### config.mk
export PLATFORM = sky130hd
export DESIGN_NAME = csa_wide_seq
export DESIGN_NICKNAME = d
export VERILOG_FILES = /design/src/rtl/csa_pkg.sv /design/src/rtl/csa_slice16.sv /design/src/rtl/csa_wide_seq.sv
export SDC_FILE = /design/constraint.sdc
export NUM_CORES = 1
export LEC_CHECK = 0
export BUFFER_PORTS_ARGS = -buffer_cell sky130_fd_sc_hd__buf_4
export CORE_ASPECT_RATIO = 2
export CORE_MARGIN = 1
export CORE_UTILIZATION = 54
export DETAILED_ROUTE_END_ITERATION = 10
export GPL_TIMING_DRIVEN = 0
export PLACE_DENSITY_LB_ADDON = 0.05
export SLEW_MARGIN = 20
export SYNTH_ARGS = -nofsm -noshare
export SYNTH_HDL_FRONTEND = slang
export SYNTH_SLANG_ARGS = --single-unit
export TNS_END_PERCENT = 20
### constraint.sdc
create_clock -name clk -period 11 [get_ports clk]
set_clock_uncertainty 0.1 [all_clocks]
set_input_delay 1.1 -clock clk [delete_from_list [all_inputs] [get_ports clk]]
set_output_delay 1.1 -clock clk [all_outputs]
set_load 0.02 [all_outputs]
### src/rtl/csa_pkg.sv
// Shared types and constants for the wide carry-skip add/subtract sequencer.
package csa_pkg;

    localparam int SLICE_W   = 16;
    localparam int MAX_WORDS = 16;

    typedef enum logic [1:0] {
        IDLE = 2'd0,
        RUN  = 2'd1,
        DONE = 2'd2
    } csa_state_t;

endpackage

### src/rtl/csa_slice16.sv
// 16-bit carry-skip adder: four 4-bit ripple blocks, each bypassed by its
// group propagate so a fully-propagating block forwards its carry-in directly.
module csa_slice16 (
    input  logic [15:0] a,
    input  logic [15:0] b,
    input  logic        cin,
    output logic [15:0] sum,
    output logic        cout
);

    logic [15:0] p_bit;
    logic [15:0] g_bit;
    logic [3:0]  blk_prop;

    genvar gi;
    generate
        for (gi = 0; gi < 4; gi = gi + 1) begin : g_blk
            assign p_bit[4*gi +: 4] = a[4*gi +: 4] ^ b[4*gi +: 4];
            assign g_bit[4*gi +: 4] = a[4*gi +: 4] & b[4*gi +: 4];
            assign blk_prop[gi]     = &p_bit[4*gi +: 4];
        end
    endgenerate

    // Carry chain is walked in one process so each block sees its own carry-in.
    always_comb begin
        logic blk_c;
        logic rip_c;
        sum   = '0;
        blk_c = cin;
        for (int blk = 0; blk < 4; blk++) begin
            rip_c = blk_c;
            for (int bit_i = 0; bit_i < 4; bit_i++) begin
                sum[4*blk + bit_i] = p_bit[4*blk + bit_i] ^ rip_c;
                rip_c = g_bit[4*blk + bit_i] | (p_bit[4*blk + bit_i] & rip_c);
            end
            blk_c = blk_prop[blk] ? blk_c : rip_c;
        end
        cout = blk_c;
    end

endmodule

### src/rtl/csa_wide_seq.sv
// Multi-cycle wide add/subtract: one 16-bit carry-skip slice per cycle, LSB first.
// Optional signed-overflow output enabled by defining CSA_SEQ_OVF_EN.
module csa_wide_seq
    import csa_pkg::*;
#(
    parameter int WORDS = 4
) (
    input  logic                    clk,
    input  logic                    rst_n,
    input  logic                    in_valid,
    output logic                    in_ready,
    input  logic [16*WORDS-1:0]     in_a,
    input  logic [16*WORDS-1:0]     in_b,
    input  logic                    in_sub,
    output logic                    out_valid,
    input  logic                    out_ready,
    output logic [16*WORDS-1:0]     out_sum,
    output logic                    out_cout
`ifdef CSA_SEQ_OVF_EN
    ,
    output logic                    out_ovf
`endif
);

    localparam int W     = SLICE_W * WORDS;
    localparam int IDX_W = (WORDS > 1) ? $clog2(WORDS) : 1;
    localparam logic [IDX_W-1:0] IDX_LAST = IDX_W'(WORDS - 1);

    csa_state_t         state_reg;
    csa_state_t         state_next;
    logic [IDX_W-1:0]   idx_reg;
    logic               carry_reg;
    logic [W-1:0]       a_reg;
    logic [W-1:0]       b_reg;
    logic [W-1:0]       sum_reg;
    logic               cout_reg;
    logic               in_ready_reg;
    logic               out_valid_reg;

    logic [SLICE_W-1:0] slice_a;
    logic [SLICE_W-1:0] slice_b;
    logic [SLICE_W-1:0] slice_sum;
    logic               slice_cout;
    logic               accept;
    logic               last_slice;

    assign accept     = in_valid && in_ready_reg;
    assign last_slice = (idx_reg == IDX_LAST);
    assign slice_a    = a_reg[idx_reg*SLICE_W +: SLICE_W];
    assign slice_b    = b_reg[idx_reg*SLICE_W +: SLICE_W];

    csa_slice16 u_slice (
        .a    (slice_a),
        .b    (slice_b),
        .cin  (carry_reg),
        .sum  (slice_sum),
        .cout (slice_cout)
    );

    always_comb begin
        state_next = state_reg;
        case (state_reg)
            IDLE:    if (accept)     state_next = RUN;
            RUN:     if (last_slice) state_next = DONE;
            DONE:    if (out_ready)  state_next = IDLE;
            default:                 state_next = IDLE;
        endcase
    end

    // Handshake flags are registered from the next state so they track it exactly.
    always_ff @(posedge clk) begin
        if (!rst_n) begin
            state_reg     <= IDLE;
            idx_reg       <= '0;
            carry_reg     <= 1'b0;
            a_reg         <= '0;
            b_reg         <= '0;
            sum_reg       <= '0;
            cout_reg      <= 1'b0;
            in_ready_reg  <= 1'b0;
            out_valid_reg <= 1'b0;
        end else begin
            state_reg     <= state_next;
            in_ready_reg  <= (state_next == IDLE);
            out_valid_reg <= (state_next == DONE);
            case (state_reg)
                IDLE: begin
                    if (accept) begin
                        a_reg     <= in_a;
                        b_reg     <= in_b ^ {W{in_sub}};
                        carry_reg <= in_sub;
                        idx_reg   <= '0;
                    end
                end
                RUN: begin
                    sum_reg[idx_reg*SLICE_W +: SLICE_W] <= slice_sum;
                    carry_reg <= slice_cout;
                    if (last_slice) begin
                        cout_reg <= slice_cout;
                    end else begin
                        idx_reg <= idx_reg + IDX_W'(1);
                    end
                end
                default: ;
            endcase
        end
    end

`ifdef CSA_SEQ_OVF_EN
    logic ovf_reg;

    // Operands agree in sign but the result sign differs.
    always_ff @(posedge clk) begin
        if (!rst_n) begin
            ovf_reg <= 1'b0;
        end else if (state_reg == RUN && last_slice) begin
            ovf_reg <= (a_reg[W-1] ~^ b_reg[W-1]) & (a_reg[W-1] ^ slice_sum[SLICE_W-1]);
        end
    end

    assign out_ovf = ovf_reg;
`endif

    assign in_ready  = in_ready_reg;
    assign out_valid = out_valid_reg;
    assign out_sum   = sum_reg;
    assign out_cout  = cout_reg;

endmodule

==> key figures, run 1 <==
Timing
  – Final period utilization: 0.873
  – Slew Limit Headroom: 0.433
  – Fin Setup TNS: 0 ns
  – Final hold violations: 0
  – Measured slew at the worst slew-check pin: 0.851 ns
  – Slew Viols, Final: 0
  – Setup Viol. Count Final: 0
  – Final WS setup: approximately 1.4 ns
  – Unrepaired setup endpoints after global routing: false
  – Min cycle time layout: between 9 and 10 ns
  – Upper clock frequency limit: ~100 MHz

Critical path
  – CP Launch Type: flop
  – Slowest CP cell: buf_1
  – Most used cell, CP: fa_1
  – CP max FO: 10
  – Setup crit end kind: flop
  – WS Path Type: reg -> reg
  – Critical Path AT: a little under 10 ns
  – CP required: 11.20 ns
  – Max incr delay on CP: between 0.6 and 0.7 ns
  – Worst reg-to-reg setup slack: approximately 1.4 ns

Logic synthesis
  – Post-synth top area cell: dfxtp_1
  – Register bit total from synthesis: 200
  – Synthesized area: ~9000 um^2
  – Synth Instances: 989
  – Main flop type after synthesis: dfxtp_1
  – Seq/Total Area, Yosys: 0.446
  – Avg Cell Area, Syn: roughly 9.1 um^2
  – Post-synth top area share: 0.446
  – Post-synth ARST share: 0
  – Yosys cell types: 37
  – YS warnings: 0
  – Top cells by area, synth: dfxtp_1 (45%), mux4_2 (8.0%), nor2_1 (6.5%), xnor2_1 (6.2%), nand2_1 (6.2%)
  – EDFF count, synth: 0
  – Mapped Nets: approximately 1200

CTS
  – CTS H-Tree Depth: 4
  – Post-CTS sizing: 0
  – TritonCTS sink count: 200
  – CTS tree: yes
  – Post-CTS Setup Bufs: 0
  – CTS Buf Count: 17
  – CTS root buffer: clkbuf_16
  – CTS Hold Bufs: 0
  – CTS Buffer Depth: 2
  – Clock transition at path regs: about 0.07 ns
  – Worst skew pair latency: between 0.4 and 0.5 ns

Layout
  – Synthesis-to-layout area growth: 25.9%
  – Filler cells: between 1000 and 1500
  – FF/Latch Area: between 4000 and 5000 um^2
  – Ant diodes: 0
  – Nets: 1377
  – Share of cells above drive strength 1: 0.234
  – Multi-input logic area: between 4000 and 5000 um^2

Global route
  – Overflow after GRT: 0
  – Vias in the first global route: about 7700
  – GRT Total Usage: 0.323
  – First-pass GRT wire length: about 40 mm
  – Initial antenna violation count: 0
  – Largest net degree at the start of global routing: 19

Routing
  – DRC violation total after the first TritonRoute iteration: 450
  – Total Routed Length: 27.1 mm
  – Total iterations of the first detailed-routing run: 5
  – Post-route ant nets: 0
  – DR vias/cell: between 5 and 6
  – Routed wire per std cell: ~19 um
  – Vias: 7800
  – Drt drc: 0

Place
  – Buffers added on ports: ~200
  – Gp weighted congestion: 0.890
  – Pre-CTS setup slack: 1.44 ns
  – Detailed Place HPWL: 21.6 mm

Floorplan
  – Core area: roughly 16000 um^2
  – Initial core utilization: 0.552
  – Ports: 200
  – Die Span Y: 184 um
  – Die area: 17200 um^2
  – Die width: around 93 um
  – Rows: 66

Min path
  – Hold Path Class: reg -> reg

Flow run
  – Max-Cap Viols: 0

Power
  – Lkg Pwr: 4.37 nW
  – P per Cell Area: about 150 nW/um^2
  – VDD IR max: ~0.00011 V

Status
  – Status: complete, no violations
[final cells by class]
type,count,area share
Tap cell,204,0.0226
Inverter,36,0.0120
Clock inverter,14,0.0141
Sequential cell,200,0.354
Timing Repair Buffer,198,0.132
Clock buffer,17,0.0376
Buffer,75,0.0278
Multi-Input combinational cell,678,0.400
[cell usage in the layout (no fill, tap or decap), types with 2 or more instances in the layout]
master,n
xnor2_1,64
a2bb2oi_1,14
inv_6,7
or4_1,2
inv_2,3
ha_1,22
nand4_1,5
fa_1,16
buf_2,17
and2_1,14
clkbuf_1,50
a211oi_1,64
bufinv_16,2
buf_4,199
nor2_1,155
clkbuf_16,17
nor3_1,2
a22oi_1,10
nand2_1,149
clkinv_2,2
nand2b_1,2
buf_1,6
nand2_2,2
inv_1,32
o21ai_1,16
a21oi_1,97
nor4_1,2
dfxtp_1,200
mux4_2,32
[cell families (layout without fill, tap and decap cells)]
logic type	Yosys count	in the layout	share of synthesized area
simple gates	339	339	0.152
compound gates	204	204	0.141
flops	200	200	0.446
buf+inv	111	340	0.0500
xor+xnor	64	64	0.0624
fa+ha+maj	38	38	0.0664
mux	33	33	0.0814
[routing by layer]
layer,global-route usage,vias up,part of all wire,wire [um]
met5,0,-,0,0
met3,0.0450,98,0.045,1210
li1,-,3764,-,-
met4,0.233,0,0.070,1900
met2,0.611,311,0.55,14900
met1,0.309,3627,0.34,9110
[Yosys cell counts (2+ instances only)]
cell type and instances:
or4_1 2, nand2b_1 2, a21oi_1 97, and2_1 14, a22oi_1 10, buf_2 17
nor3_1 2, buf_1 6, nand4_1 5, xnor2_1 64, o21ai_1 16, dfxtp_1 200
mux4_2 32, nand2_2 2, nand2_1 149, inv_2 3, fa_1 16, nor4_1 2
a211oi_1 64, clkbuf_1 50, a2bb2oi_1 14, nor2_1 155, ha_1 22, inv_1 32
[critical path, delay by kind of cell, from the launching register on]
family / cells / cell delay, ns
flip-flops: 1 / 0.40
AO/OA/AOI/OAI: 2 / 0.43
buffers and inverters: 6 / 1.49
adder cells (fa/ha/maj): 16 / 6.13
AND/OR/NAND/NOR: 4 / 0.33
multiplexers: 2 / 0.54
[path summary, 6_finish.rpt]
| check | startpoint | endpoint | cells after the start |
|---|---|---|---|
| max | idx_reg[1] | out_sum[31] | 30 |
| min reg2reg | a_reg[5] | a_reg[5] | 2 |
| min | a_reg[5] | a_reg[5] | 2 |
| max reg2reg | idx_reg[1] | out_sum[31] | 30 |
[where the power goes]
part	switching, mW	internal (mW)
registers	0.0206	0.758
logic	0.153	0.116
clock network	0.298	0.340
total	0.471	1.21
[stage by stage]
step / cells / util / hold WS (ns) / cell area [um^2] / power, mW
2_1_floorplan: 989 / - / 0.333 / 8980 / 0.947
3_3_place_gp: 1391 / 0.659 / 0.339 / 10700 / 1.06
3_5_place_dp: 1391 / 0.659 / 0.346 / 10700 / 1.06
4_1_cts: 1422 / 0.695 / 0.356 / 11300 / 1.69
5_1_grt: 1422 / 0.695 / 0.371 / 11300 / 1.74
6_report: 1422 / 0.695 / 0.355 / 11300 / 1.69
Note: power is estimated with default switching activity, not from simulation.
==> run 2, diff against run 1 <==
--- a/config.mk
+++ b/config.mk
@@ -8,7 +8,7 @@
 export BUFFER_PORTS_ARGS = -buffer_cell sky130_fd_sc_hd__buf_4
 export CORE_ASPECT_RATIO = 2
 export CORE_MARGIN = 1
-export CORE_UTILIZATION = 54
+export CORE_UTILIZATION = 49
 export DETAILED_ROUTE_END_ITERATION = 10
 export GPL_TIMING_DRIVEN = 0
 export PLACE_DENSITY_LB_ADDON = 0.05
==> constraint.sdc (replaced) <==
create_clock -name clk -period 7.9 [get_ports clk]
set_clock_uncertainty 0.1 [all_clocks]
set_input_delay 0.79 -clock clk [delete_from_list [all_inputs] [get_ports clk]]
set_output_delay 0.79 -clock clk [all_outputs]
set_load 0.02 [all_outputs]
==> run 2 against run 1 <==
  * Worst setup slack got worse by 1.3 ns
  * The run now ends with design-rule violations left
  * Final cell count up 0.77%
  * Largest power group unchanged
  * First-iteration DRC count fell by 34%
  * Sequential cell count did not move
  * Utilization is 5.2 points lower
  * Combinational power is 45% higher
  * Maximum frequency grew 22%
  * Final area increased by 1.6%
  * Register-to-register slack got worse by 1.3 ns
==> key figures, run 2 (synthesis results as in run 1) <==
Status
  – Failing checks: design-rule violations
  – Status: complete, but fails checks

Layout
  – Fin util: 0.642
  – Ant diodes: 0
  – Most frequent cells in the layout: buf_4 (202), dfxtp_1 (198), nor2_1 (154), nand2_1 (147), a21oi_1 (97)
  – Commonest non-fill, non-tap cell in the layout: buf_4
  – Nets: ~1400
  – Synthesis-to-layout area growth: 27.9%
  – Final cell count without fillers: 1433
  – Final instance area: between 10000 and 15000 um^2
  – Share of cells above drive strength 1: 0.259

Global route
  – Largest net degree at the start of global routing: 19
  – Initial antenna violation count: 0
  – Overflow after GRT: 0
  – Vias in the first global route: ~8000
  – GRT Total Usage: 0.302
  – First-pass GRT wire length: ~42 mm

CTS
  – TritonCTS sink count: 200
  – Clock transition at path regs: about 0.07 ns
  – Worst skew pair latency: 0.45 ns
  – CTS root buffer: clkbuf_16
  – CTS Buffer Depth: 2
  – CTS Buf Count: 17
  – CTS tree: yes
  – CTS H-Tree Depth: 4

Min path
  – Hold Startpoint: a_reg[54]
  – Hold Crit Depth: 2
  – Hold endpoint: a_reg[54]
  – Hold Path Class: reg -> reg

Timing
  – Upper clock frequency limit: 127 MHz
  – Setup Viol. Count Final: 0
  – Slew Viols, Final: 0
  – Final WS setup: ~0.052 ns
  – Slew Limit Headroom: 0.481
  – Unrepaired setup endpoints after global routing: true
  – Final period utilization: 0.993
  – Final hold violations: 0
  – Min cycle time layout: roughly 7.8 ns
  – Measured slew at the worst slew-check pin: 0.778 ns
  – Fin Setup TNS: 0 ns

Power
  – P per Cell Area: between 200 and 250 nW/um^2
  – VDD IR max: between 0.0001 and 0.00015 V
  – Lkg Pwr: 4.39 nW

Routing
  – Total Routed Length: between 20 and 30 mm
  – Routed wire per std cell: a little under 20 um
  – DRC violation total after the first TritonRoute iteration: a little under 300
  – Post-route ant nets: 0
  – Vias: a little under 8000
  – DR vias/cell: about 5.4
  – Drt drc: 34
  – Total iterations of the first detailed-routing run: 8

Critical path
  – CP required: slightly above 8 ns
  – Worst reg2reg path depth: 29
  – Critical Path AT: 8.06 ns
  – Max incr delay on CP: around 0.5 ns
  – CP max FO: 10
  – Worst reg2reg path startpoint: idx_reg[0]
  – Slowest CP cell: fa_2
  – FF-to-FF End: out_sum[31]
  – Worst reg-to-reg setup slack: around 0.052 ns
  – CP Launch Type: flop
  – Most used cell, CP: fa_2
  – WS Path Type: reg -> reg
  – Setup crit end kind: flop

Floorplan
  – Core area: roughly 18000 um^2
  – Ports: 200
  – Rows: 69
  – Die Span Y: 193 um
  – Die width: approximately 98 um
  – Initial core utilization: 0.502
  – Die area: ~19000 um^2

Place
  – Inst Count DP: between 1000 and 1500
  – Detailed Place HPWL: approximately 22 mm
  – Pre-CTS setup slack: -0.812 ns
  – Gp weighted congestion: between 0.9 and 1
  – Buffers added on ports: ~200
  – Cell Area, Placed: roughly 11000 um^2

Flow run
  – Max-Cap Viols: 0
-- run 2: cell type report --
cell class                 instances  area, um^2
clock buffer                      18         439
fill                            1614        6390
multi-input combinational        678        4610
sequential                       200        4010
buffer                            74         375
tap                              213         267
clock inverter                    14         138
timing repair buffer             200        1500
inverter                          36         135
-- run 2: how the worst max path moves through the flow --
stage | startpoint | endpoint | depth (start not counted) | slack [ns]
3_5_place_dp | idx_reg[1] | out_sum[63] | 29 | -0.81
6_report | idx_reg[0] | out_sum[31] | 29 | 0.05
2_1_floorplan | idx_reg[0] | out_sum[15] | 29 | 0.007
3_3_place_gp | idx_reg[1] | out_sum[63] | 29 | -0.73
4_1_cts | idx_reg[0] | out_sum[31] | 29 | -0.003
5_1_grt | idx_reg[0] | out_sum[31] | 29 | -0.11
-- run 2: through the flow --
| step | hold WS (ns) | power, mW |
|---|---|---|
| floorplan | 0.333 | 1.32 |
| global placement | 0.340 | 1.48 |
| detailed placement | 0.345 | 1.49 |
| CTS | 0.356 | 2.35 |
| global route | 0.369 | 2.42 |
| finish | 0.354 | 2.34 |
-- run 2: worst max-delay path, delay by kind of cell, from the launching register on --
kind                     cells  cell delay (ns)
adder cells (fa/ha/maj)     16             5.61
AO/OA/AOI/OAI                2             0.40
multiplexers                 2             0.47
AND/OR/NAND/NOR              4             0.27
buffers and inverters        5             0.50
flip-flops                   1             0.37
-- run 2: what timing repair did --
action	in CTS	in global routing
hold buffers	0	0
setup endpoints to repair	14	7
setup buffers	1	1
resized for setup	32	4
pin swaps	8	6
-- run 2: report_power, final --
part | total (mW) | switching, mW | internal [mW]
clock | 0.867 | 0.415 | 0.452
sequential | 1.09 | 0.0292 | 1.06
combinational | 0.389 | 0.218 | 0.171
-- run 2: layer usage --
metal	global-route usage	share of wire	vias up
met5	0	0	-
met1	0.286	0.33	3642
met3	0.0368	0.040	95
met4	0.215	0.075	0
met2	0.584	0.55	274
li1	-	-	3764
